===== config.mk =====
export PLATFORM = sky130hd
export DESIGN_NAME = cmos_capture_rgb565
export DESIGN_NICKNAME = d
export VERILOG_FILES = /design/src/rtl/cmos_pkg.sv /design/src/rtl/cmos_capture_rgb565.sv
export SDC_FILE = /design/constraint.sdc
export NUM_CORES = 1
export LEC_CHECK = 0
export CORE_MARGIN = 5
export CORE_UTILIZATION = 30
export CTS_BUF_LIST = sky130_fd_sc_hd__clkbuf_8
export DETAILED_ROUTE_END_ITERATION = 6
export PLACE_DENSITY = 0.6
export SETUP_SLACK_MARGIN = 0.1
export SLEW_MARGIN = 15
export SYNTH_ARGS = -nofsm -noshare
export SYNTH_HDL_FRONTEND = slang
export SYNTH_SLANG_ARGS = --single-unit

===== constraint.sdc =====
create_clock -name clk -period 1.35 [get_ports clk]
set_clock_uncertainty 0.05 [all_clocks]
set_input_delay 0.2025 -clock clk [delete_from_list [all_inputs] [get_ports clk]]
set_output_delay 0.2025 -clock clk [all_outputs]
set_load 0.02 [all_outputs]

===== src/rtl/cmos_pkg.sv =====
// Shared definitions for the CMOS capture and display paths: RGB565 layout,
// channel expansion helpers and the default frame-skip count.
package cmos_pkg;

  localparam int unsigned FrameSkipDefault = 10;

  typedef struct packed {
    logic [4:0] r;
    logic [5:0] g;
    logic [4:0] b;
  } rgb565_t;

  // MSB replication keeps full-scale codes at 8'hFF and zero at 8'h00.
  function automatic logic [7:0] rgb5_to_8(input logic [4:0] c);
    return {c, c[4:2]};
  endfunction

  function automatic logic [7:0] rgb6_to_8(input logic [5:0] c);
    return {c, c[5:4]};
  endfunction

endpackage


===== src/rtl/cmos_capture_rgb565.sv =====
// Sensor-bus capture: assembles RGB565 byte pairs into pixels, expands them to RGB888
// and suppresses output until FRAME_SKIP frames have passed after reset.
module cmos_capture_rgb565
  import cmos_pkg::*;
#(
  parameter int unsigned FRAME_SKIP = FrameSkipDefault
) (
  input  logic       clk,
  input  logic       rst_n,
  input  logic       cmos_vsync,
  input  logic       cmos_href,
  input  logic [7:0] cmos_data,
  output logic       post_frame_vsync,
  output logic       post_frame_href,
  output logic       post_frame_clken,
  output logic [7:0] post_img_red,
  output logic [7:0] post_img_green,
  output logic [7:0] post_img_blue,
  output logic       frame_valid
);

  localparam int unsigned CntW = (FRAME_SKIP < 1) ? 1 : $clog2(FRAME_SKIP + 1);
  localparam logic [CntW-1:0] CntMax = CntW'(FRAME_SKIP);

  logic            vsync_s1_q, href_s1_q;
  logic [7:0]      data_s1_q;
  logic            vsync_s2_q, href_s2_q;
  logic            byte_flag_q, byte_flag_d;
  logic [7:0]      byte0_q, byte0_d;
  rgb565_t         pix_q, pix_d;
  logic            clken_q, clken_d;
  logic [CntW-1:0] frame_cnt_q, frame_cnt_d;
  logic            frame_valid_q, frame_valid_d;
  logic            vsync_rise;

  // vsync_s2_q doubles as the previous-S1 value for edge detection.
  assign vsync_rise = vsync_s1_q & ~vsync_s2_q;

  always_comb begin
    frame_cnt_d   = frame_cnt_q;
    frame_valid_d = frame_valid_q;
    if (vsync_rise) begin
      if (frame_cnt_q == CntMax) begin
        frame_valid_d = 1'b1;
      end else begin
        frame_cnt_d = frame_cnt_q + 1'b1;
      end
    end
  end

  // A dangling odd byte is simply dropped when href falls: the phase clears.
  always_comb begin
    byte_flag_d = href_s1_q & ~byte_flag_q;
    byte0_d     = byte0_q;
    pix_d       = pix_q;
    clken_d     = 1'b0;
    if (href_s1_q) begin
      if (!byte_flag_q) begin
        byte0_d = data_s1_q;
      end else begin
        pix_d   = {byte0_q, data_s1_q};
        clken_d = 1'b1;
      end
    end
  end

  always_ff @(posedge clk or negedge rst_n) begin
    if (!rst_n) begin
      vsync_s1_q    <= 1'b0;
      href_s1_q     <= 1'b0;
      data_s1_q     <= '0;
      vsync_s2_q    <= 1'b0;
      href_s2_q     <= 1'b0;
      byte_flag_q   <= 1'b0;
      byte0_q       <= '0;
      pix_q         <= '0;
      clken_q       <= 1'b0;
      frame_cnt_q   <= '0;
      frame_valid_q <= 1'b0;
    end else begin
      vsync_s1_q    <= cmos_vsync;
      href_s1_q     <= cmos_href;
      data_s1_q     <= cmos_data;
      vsync_s2_q    <= vsync_s1_q;
      href_s2_q     <= href_s1_q;
      byte_flag_q   <= byte_flag_d;
      byte0_q       <= byte0_d;
      pix_q         <= pix_d;
      clken_q       <= clken_d;
      frame_cnt_q   <= frame_cnt_d;
      frame_valid_q <= frame_valid_d;
    end
  end

  assign frame_valid      = frame_valid_q;
  assign post_frame_vsync = vsync_s2_q & frame_valid_q;
  assign post_frame_href  = href_s2_q & frame_valid_q;
  assign post_frame_clken = clken_q & frame_valid_q;
  assign post_img_red     = post_frame_href ? rgb5_to_8(pix_q.r) : 8'h00;
  assign post_img_green   = post_frame_href ? rgb6_to_8(pix_q.g) : 8'h00;
  assign post_img_blue    = post_frame_href ? rgb5_to_8(pix_q.b) : 8'h00;

endmodule


==> run_results.csv <==
group,metric,value,unit
status,status,"finished with violations",
status,violations,"setup timing",
placement,dp_hpwl,2450,µm
global_route,antenna_found_initial,0,
worst_setup_path,crit_chain,"buf_6 -> and3_4 -> buf_6",
sta,fmax,687,MHz
pwr,clockPowerShare,18.7,%
detailed_routing,drc_errors,0,
sta,fin_ws,-0.105,ns
pwr,share_seq_of_total_power,42.3,%
min_path,min_path_type,"in2reg",
cts,root_buffer,"clkbuf_8",
final_layout,ff_latch_area,1080,µm²
die,chipWidth,86.7,µm
sta,rsz0062_at_grt,"true",
logic_synthesis,synth.cell_area,1770,µm²
placement,gp_congestion,0.688,
die,io_pins,40,
global_route,grt_max_degree,44,
final_layout,multi_input_area,697,µm²
global_route,grt_util_all_layers,10.8,%
final_layout,layoutNonFillerInstCount,250,
final_layout,finalNetCount,188,
final_layout,area_delta_synth_final,47.0,%
die,num_rows,28,
logic_synthesis,synthTopCellsByArea,"dfrtp_1 61%, mux2_4 14%, and3_1 5.7%",
detailed_routing,wire_per_inst,14.9,µm
die,core,5820,µm²
cts,numCtsBuffers,5,
worst_setup_path,crit_path_top_delay_cell,"dfrtp_2",
detailed_routing,via_count,1088,
pwr,power_switching_share,30.4,%
worst_setup_path,crit_buf_inv,2,
detailed_routing,ant_nets,0,
logic_synthesis,synth_cell_types,22,
worst_setup_path,crit_fanout,5,
global_route,grt_pass1_vias,1239,
detailed_routing,drt_first_pass_iters,3,
pwr,p_per_area,1580,nW/µm²
logic_synthesis,syn_avg_cell_area,15.0,µm²
logic_synthesis,syn-num-nets,132,
pwr,p_leak,1.23,nW
logic_synthesis,synth-seq-area-share,60.9,%
cts,clk_pin_slew,0.08,ns
worst_setup_path,crit_type,"reg2out",
logic_synthesis,ys_seq_elements,43,
placement,placed_cells,232,
worst_setup_path,r2r_slack,0.12,ns
final_layout,fin_util,44.7,%
sta,period_minus_slack,1.46,ns
cts,worstSkewPairLatency,0.29,ns
worst_setup_path,slowest_delay,0.46,ns
global_route,grt_remaining_overflow,0,
worst_setup_path,path_common_cell,"buf_6",
placement,portBuffers,39,
sta,tightest_slew,0.233,ns
detailed_routing,wirelength,3720,µm
pwr,pwr-share-comb,39.0,%
logic_synthesis,synth_area_leader_cell,"dfrtp_1",
logic_synthesis,yosysWarnings,0,
worst_setup_path,start_kind,"flop",
worst_setup_path,crit_family,"flip-flops",
worst_setup_path,critPathArrivalTime,1.20,ns
sta,slew_viol_final,0,
final_layout,diodes,0,
global_route,grt_pass1_wl,6170,µm
die,start_util,30.4,%
sta,tns,-2.39,ns
pwr,switchingPower,1.25,mW
job,maxCapViolCount,0,
sta,hold_viol,0,
worst_setup_path,critPathCaptureType,"output pin",
sta,maxSlewHeadroom,84.5,%
cts,cts_buffer_depth,2,
pwr,irDropWorstVdd,0.688,mV
detailed_routing,viasPerCell,4.35,
logic_synthesis,yosysTopAreaCellShare,60.9,%
sta,period_share,108,%
die,die-area,7520,µm²
cts,cts_tree,"yes",
final_layout,fill_cells,542,
cts,cts_sinks,43,
cts,htree_num_levels,2,
logic_synthesis,synthCells,118,
pwr,p_int,2.86,mW
detailed_routing,drt_iter0_markers,45,
die,chipHeight,86.7,µm
worst_setup_path,worst_ep_required_time,1.10,ns
final_layout,drive_above_1_share,63.4,%
sta,finalSetupViolations,28,
## cells in the final DEF (no fill, tap or decap)
cell type	netlist	final
dfrtp_1	43	40
buf_6	1	35
mux2_4	17	18
and3_4	0	16
buf_4	8	14
clkdlybuf4s50_1	0	10
mux2_2	8	7
inv_1	3	5
clkbuf_8	0	5
and2_4	0	3
dfrtp_2	0	3
xnor2_1	2	2
ha_2	0	2
nor2b_4	0	1
nand2_8	0	1
a21oi_1	1	1
and2b_2	1	1
nand2_1	2	1
nand2_2	0	1
o21ai_2	1	1
mux2i_1	1	1
nand4_1	1	1
nor2_1	1	1
a21o_1	1	1
clkinv_2	0	1
dlygate4sd3_1	0	1
buf_2	0	1
buf_12	0	1
## power groups by stage
stage	clock [mW]	combinational [mW]	sequential, mW
after CTS	0.794	1.53	1.73
after floorplan	0	0.716	1.70
after global routing	0.854	1.72	1.77
final	0.768	1.61	1.74
after global placement	0	1.10	1.76
after detailed placement	0	1.13	1.78
## cell families after synthesis
family	after synthesis	share of synthesized area (%)
and+or+nand+nor	26	9.21
adders and majority gates	2	1.42
AOI/OAI and AO/OA	3	1.20
DFF	43	60.9
xor gates and xnor gates	2	0.992
muxes	26	20.1
buffers and inverters	16	6.16
## worst reg2reg max path, delay by kind of cell, from the launching register on
family	cells	cell delay, ns
adders and majority gates	1	0.17
DFF	1	0.39
buffers and inverters	1	0.15
muxes	1	0.30
and+or+nand+nor	1	0.07
## synth_stat cells
master    count
a21o_1        1
a21oi_1       1
and2_1        3
and2b_2       1
and3_1       16
buf_4         8
buf_6         1
buf_8         1
clkbuf_1      3
dfrtp_1      43
ha_1          2
inv_1         3
mux2_2        8
mux2_4       17
mux2i_1       1
nand2_1       2
nand2_4       1
nand4_1       1
nor2_1        1
nor2b_1       1
o21ai_2       1
xnor2_1       2
## what timing repair did
item,4_1_cts,5_1_grt
endpoints found under the hold margin,43,0
hold buffers,1,0
buffers inserted,5,3
gates resized for setup,195,9
gates cloned,1,0
endpoints found under the setup margin,34,41
pin swaps,6,2
## final cells by class
cell class                      count  area share, %
Sequential cell                    43           41.6
Multi-Input combinational cell     59           26.8
Clock buffer                        5           2.65
Timing Repair Buffer               62           24.4
Clock inverter                      3          0.482
Tap cell                           75           3.61
Inverter                            3          0.434
## flip-flops by register name, summed over array words and instances (netlist names)
register and cells:
byte0_q 8, byte_flag_q 1, clken_q 1, data_s1_q 8
frame_cnt_q 4, frame_valid 1, href_s1_q 1, href_s2_q 1
pix_q 16, vsync_s1_q 1, vsync_s2_q 1
## metrics by stage
| step | hold WS (ns) | instance area [µm²] | total power, mW | setup WS [ns] |
|---|---|---|---|---|
| final | 0.293 | 2600 | 4.11 | -0.105 |
| after global routing | 0.278 | 2600 | 4.35 | -0.154 |
| after CTS | 0.283 | 2540 | 4.06 | -0.102 |
| after detailed placement | 0.149 | 2270 | 2.92 | -0.288 |
| after global placement | 0.137 | 2270 | 2.86 | -0.272 |
| after floorplan | -0.143 | 1780 | 2.42 | 0.0881 |
## metal layers
layer | GRT usage, % | share of wire (%)
met1 | 12.0 | 40
met2 | 18.4 | 52
met3 | 3.23 | 4.4
met4 | 5.67 | 3.1
met5 | 0 | 0
## final timing paths
kind | start | endpoint | cells after the start
min in group asynchronous | rst_n | pix_q[9] | 3
worst max register to register | frame_cnt_q[0] | frame_cnt_q[2] | 4
max in group asynchronous | rst_n | frame_valid | 3
worst max-delay path | frame_valid | post_img_red[5] | 3
worst min register to register | vsync_s1_q | vsync_s2_q | 0
worst min-delay path | cmos_data[5] | data_s1_q[5] | 1
(Power assumes the default switching activity.)
